### src/rtl/fifo_pkg.sv
// Shared async-FIFO helpers: Gray/binary conversion and the default pointer type.
package fifo_pkg;

    localparam int unsigned FUNC_W         = 32;
    localparam int unsigned ADDR_WIDTH_DEF = 4;
    localparam int unsigned PTR_W_DEF      = ADDR_WIDTH_DEF + 1;

    typedef logic [PTR_W_DEF-1:0] ptr_t;

    function automatic logic [FUNC_W-1:0] width_mask(input int unsigned w);
        return (w >= FUNC_W) ? '1 : ((FUNC_W'(1) << w) - FUNC_W'(1));
    endfunction

    function automatic logic [FUNC_W-1:0] bin2gray(input logic [FUNC_W-1:0] b,
                                                   input int unsigned w);
        logic [FUNC_W-1:0] v;
        v = b & width_mask(w);
        return v ^ (v >> 1);
    endfunction

    // Prefix XOR from the MSB down, done by log-step doubling.
    function automatic logic [FUNC_W-1:0] gray2bin(input logic [FUNC_W-1:0] g,
                                                   input int unsigned w);
        logic [FUNC_W-1:0] r;
        r = g & width_mask(w);
        for (int s = 1; s < int'(FUNC_W); s = s * 2) begin
            r = r ^ (r >> s);
        end
        return r;
    endfunction

endpackage

### src/rtl/sync_2ff.sv
// Width-parameterised two-flop synchroniser with async active-low reset.
module sync_2ff #(
    parameter int unsigned WIDTH = 1
) (
    input  logic             clk,
    input  logic             rst_n,
    input  logic [WIDTH-1:0] d,
    output logic [WIDTH-1:0] q
);

    logic [WIDTH-1:0] meta;

    always_ff @(posedge clk or negedge rst_n) begin
        if (!rst_n) begin
            meta <= '0;
            q    <= '0;
        end else begin
            meta <= d;
            q    <= meta;
        end
    end

endmodule

### src/rtl/wptr_ctrl.sv
// Async FIFO write-side pointer/status controller.
// Define WPTR_SYNC_EN to synchronise g_rptr_sync internally with sync_2ff.
module wptr_ctrl
    import fifo_pkg::*;
#(
    parameter int unsigned ADDR_WIDTH = 4,
    parameter int unsigned AFULL_RST  = (2 ** ADDR_WIDTH) - 2
) (
    input  logic                  wclk,
    input  logic                  wrst_n,
    input  logic                  w_en,
    input  logic [ADDR_WIDTH:0]   g_rptr_sync,
    input  logic                  afull_wr,
    input  logic [ADDR_WIDTH:0]   afull_thresh_in,
    input  logic                  ovf_clr,
    output logic                  w_accept,
    output logic [ADDR_WIDTH-1:0] waddr,
    output logic [ADDR_WIDTH:0]   b_wptr,
    output logic [ADDR_WIDTH:0]   g_wptr,
    output logic                  full,
    output logic                  almost_full,
    output logic                  half_full,
    output logic [ADDR_WIDTH:0]   wlevel,
    output logic                  overflow
);

    localparam int unsigned PTR_W = ADDR_WIDTH + 1;
    localparam int unsigned DEPTH = 2 ** ADDR_WIDTH;

    typedef logic [PTR_W-1:0] wptr_t;

    localparam wptr_t DEPTH_P    = PTR_W'(DEPTH);
    localparam wptr_t HALF_P     = PTR_W'(DEPTH / 2);
    localparam wptr_t THRESH_RST = (AFULL_RST > DEPTH) ? DEPTH_P : PTR_W'(AFULL_RST);

    wptr_t g_rsync;
    wptr_t b_rsync;
    wptr_t b_next;
    wptr_t g_next;
    wptr_t lvl_next;
    wptr_t thresh;
    wptr_t thresh_next;
    logic  full_next;
    logic  afull_next;
    logic  half_next;
    logic  ovf_next;

`ifdef WPTR_SYNC_EN
    sync_2ff #(
        .WIDTH (PTR_W)
    ) u_rptr_sync (
        .clk   (wclk),
        .rst_n (wrst_n),
        .d     (g_rptr_sync),
        .q     (g_rsync)
    );
`else
    assign g_rsync = g_rptr_sync;
`endif

    // Writes are blocked while full and while reset is held.
    assign w_accept = w_en & ~full & wrst_n;
    assign waddr    = b_wptr[ADDR_WIDTH-1:0];

    // Next pointers, level and flags.
    always_comb begin
        b_next      = b_wptr;
        g_next      = g_wptr;
        b_rsync     = '0;
        lvl_next    = '0;
        thresh_next = thresh;
        full_next   = 1'b0;
        afull_next  = 1'b0;
        half_next   = 1'b0;
        ovf_next    = overflow;

        b_next   = b_wptr + PTR_W'(w_accept);
        g_next   = PTR_W'(bin2gray(FUNC_W'(b_next), PTR_W));
        b_rsync  = PTR_W'(gray2bin(FUNC_W'(g_rsync), PTR_W));
        lvl_next = b_next - b_rsync;

        // Full when the write pointer is one lap ahead of the read pointer.
        full_next  = (g_next == {~g_rsync[PTR_W-1:PTR_W-2], g_rsync[PTR_W-3:0]});
        afull_next = (lvl_next >= thresh);
        half_next  = (lvl_next >= HALF_P);

        if (afull_wr) begin
            thresh_next = (afull_thresh_in > DEPTH_P) ? DEPTH_P : afull_thresh_in;
        end

        // A new overflow wins over a clear on the same edge.
        ovf_next = (w_en & full) | (overflow & ~ovf_clr);
    end

    always_ff @(posedge wclk or negedge wrst_n) begin
        if (!wrst_n) begin
            b_wptr      <= '0;
            g_wptr      <= '0;
            wlevel      <= '0;
            full        <= 1'b0;
            almost_full <= 1'b0;
            half_full   <= 1'b0;
            overflow    <= 1'b0;
            thresh      <= THRESH_RST;
        end else begin
            b_wptr      <= b_next;
            g_wptr      <= g_next;
            wlevel      <= lvl_next;
            full        <= full_next;
            almost_full <= afull_next;
            half_full   <= half_next;
            overflow    <= ovf_next;
            thresh      <= thresh_next;
        end
    end

endmodule
### config.mk
export PLATFORM = sky130hd
export DESIGN_NAME = wptr_ctrl
export DESIGN_NICKNAME = d
export VERILOG_FILES = /design/src/rtl/fifo_pkg.sv /design/src/rtl/sync_2ff.sv /design/src/rtl/wptr_ctrl.sv
export SDC_FILE = /design/constraint.sdc
export NUM_CORES = 1
export LEC_CHECK = 0
export BUFFER_PORTS_ARGS = -buffer_cell sky130_fd_sc_hd__buf_4
export CAP_MARGIN = 20
export CORE_MARGIN = 4
export CORE_UTILIZATION = 32
export DETAILED_ROUTE_END_ITERATION = 12
export PLACE_DENSITY = 0.6
export SETUP_SLACK_MARGIN = 0.2
export SYNTH_ARGS = -nofsm -noshare
export SYNTH_HDL_FRONTEND = slang
export SYNTH_HIERARCHICAL = 1
export SYNTH_SLANG_ARGS = --single-unit
### constraint.sdc
create_clock -name wclk -period 2.94 [get_ports wclk]
set_input_delay 0.294 -clock wclk [delete_from_list [all_inputs] [get_ports wclk]]
set_output_delay 0.294 -clock wclk [all_outputs]
set_load 0.005 [all_outputs]
==> results.toml <==
[outcome]
outcome = "finished, final reports clean"

[clock_network]
cts.sinks = 23
cts.htree.levels = 1
path_clk_slew_ns = 0.08
cts_made_buffers = 3
cts_tree = "done"
clock_latency_ns = 0.26
clk_path_buf_depth = 2
cts_root_buf = "clkbuf_8"

[finish]
multi_input_area_um2 = 703.2
fillers = 352
antenna_cells = 0
drive_above_1_share = 0.4630
final_util = 0.4792
seqCellArea_um2 = 579.3
syn_to_final_growth_pct = 39.77
design_area_um2 = 1821
finalNetCount = 190

[placed_design]
pre_cts_ws_ns = -0.01305
io_buffers = 38
hpwl_um = 2168
placed_cell_area_um2 = 1667
gp_congestion = 0.7224

[floorplan]
die_area_um2 = 5155
rows = 22
die_y_um = 71.80
core_area_um2 = 3799
start_util = 0.3429
fp.dieW_um = 71.80
io-pin-count = 39

[sta]
max_freq_mhz = 377.7
hold_viol_final = 0
rsz0062_at_grt = "no"
skew_ns = 0.001771
slew_headroom = 0.7617
slew_viol_final = 0
worstMarginPinSlew_ns = 0.3574
fin_crit_sh = 0.9007
fin_ws_ns = 0.2921
post-route-min-period_ns = 2.648
final.setup.tns_ns = 0
setup_viol_count_final = 0

[routing]
avgRoutedWirePerCell_um = 12.85
drt_pass1_iterations = 5
via_per_inst = 4.495
totalWireLength_um = 2698
drcViolationCount = 0
ant_nets = 0
drt_iter0_drc = 28
routed-via-count = 944

[power]
combPwrFrac = 0.627
power.clock.fraction = 0.099
static-leakage-power_nw = 0.8665
p_per_area_nw_per_um2 = 1067
power_mw = 1.943
p_seq_frac = 0.275
power.internal_mw = 1.231
power_switching_mw = 0.7122
swShare = 0.3666
ir_worst_vdd_v = 0.0003159

[logic_synthesis]
ys_warn_count = 6
synth_nets = 142
syn_inst = 115
synth.area.top_cells = "dfrtp_1, ha_1, xnor2_1"
synth_edf_count = 0
yosys.area.top_type = "dfrtp_1"
async_reset_ff_frac = 1.000
synth_area_um2 = 1302
ys_ff_latch = 23
synth.top_cell.area_share = 0.3842
synth.distinct_cells = 33
synth.avg_cell_area_um2 = 11.33
seq_area_frac_synth = 0.4448
ys.flop_type = "dfrtp_1"

[global_routing]
grt_use_total = 0.1072
overflow = 0
grt_max_degree = 24
antenna_found_initial = 0
grt_pass1_vias = 957
grt_first_pass_wirelength_um = 4381

[critical_path]
crit_type = "in -> reg"
arrival_ns = 2.81
cp_max_fo = 8
end_kind = "flop"
required_ns = 3.10
start_kind = "input port"
reg2reg_depth = 10

[min_path]
min_path_type = "in -> async"

[run]
drv_cap = 0
==> worst max-delay path: stages <==
cell and delay (ns):
buf_6 0.10, xnor3_2 0.45, xor2_2 0.17, xnor2_1 0.13
ha_2 0.20, fa_2 0.51, inv_1 0.05, ha_1 0.27
a21o_1 0.18, a21o_1 0.15, a21o_1 0.16, a21o_1 0.15
==> cell type report <==
| class | count | share of cell area |
|---|---|---|
| tap | 48 | 0.03299 |
| inverter | 12 | 0.02474 |
| sequential | 23 | 0.3182 |
| clock buffer | 3 | 0.02268 |
| clock inverter | 1 | 0.002749 |
| multi-input combinational | 72 | 0.3863 |
| timing repair buffer | 51 | 0.2124 |
==> per-layer routing <==
| layer | track usage | up-vias | part of all wire |
|---|---|---|---|
| li1 | - | 468 | - |
| met1 | 0.1370 | 444 | 0.43 |
| met2 | 0.1755 | 27 | 0.50 |
| met3 | 0.01823 | 5 | 0.051 |
| met4 | 0.05010 | 0 | 0.017 |
| met5 | 0 | - | 0 |
==> path summary, 6_finish.rpt <==
| check | slack [ns] | to | start |
|---|---|---|---|
| min in group wclk | 0.22 | overflow | ovf_clr |
| min reg2reg | 0.52 | thresh[3] | thresh[3] |
| max | 0.29 | almost_full | g_rptr_sync[4] |
| max reg2reg | 0.32 | almost_full | full |
| max in group asynchronous | 2.65 | thresh[3] | wrst_n |
| min | 0.01 | overflow | wrst_n |
==> power groups by stage <==
stage	clock [mW]	combinational (mW)	sequential, mW
final	0.192	1.22	0.533
after detailed placement	0	1.10	0.530
after global routing	0.212	1.36	0.551
after global placement	0	1.07	0.523
after CTS	0.197	1.16	0.528
after floorplan	0	0.693	0.534
==> flip-flops by register name, indices dropped and copies added (netlist names) <==
signal       flops
wlevel           5
almost_full      1
b_wptr           5
full             1
overflow         1
half_full        1
thresh           5
g_wptr           4
==> kinds of logic (layout without fill, tap and decap cells) <==
group,Yosys count,in the layout,synth area share
buf+inv,20,67,0.07876
compound gates,17,17,0.08837
xor+xnor,19,19,0.1556
flops,23,23,0.4448
simple gates,24,24,0.1114
fa+ha+maj,12,12,0.1210
==> cells in the final DEF (no fill, tap or decap), types with 2 or more instances in the layout <==
cell      count
nand2b_1      2
nor2_1        2
a21o_1        4
dfrtp_1      20
ha_1          7
o21ai_0       7
ha_4          2
xnor2_1      10
clkbuf_8      3
nand3b_1      4
nand3_1       2
dfstp_2       3
nand2_1       4
ha_2          2
inv_1        11
buf_4        50
nor3b_1       2
xor2_1        5
==> metrics by stage <==
| stage | hold WS, ns | instances |
|---|---|---|
| 2_1_floorplan | -0.001591 | 115 |
| 3_3_place_gp | 0.3013 | 201 |
| 3_5_place_dp | 0.3005 | 201 |
| 4_1_cts | 0.01452 | 207 |
| 5_1_grt | 0.02431 | 210 |
| 6_report | 0.009596 | 210 |
==> repair_timing <==
action / in CTS / in global routing
resized for setup: 4 / 9
hold endpoints to repair: 0 / 0
pin swaps: 1 / 12
hold buffers: 0 / 0
endpoints found under the setup margin: 1 / 1
buffers inserted: 2 / 3
==> synth_stat cells (3+ instances only) <==
cell,number
ha_1,11
nand3b_1,4
buf_4,5
inv_1,12
nand2_1,4
xor2_1,6
nor2_1,3
xnor2_1,10
dfrtp_1,20
dfstp_2,3
o21ai_0,7
a21o_1,4
nand3_1,3
Power figures use the tool's default switching activity.
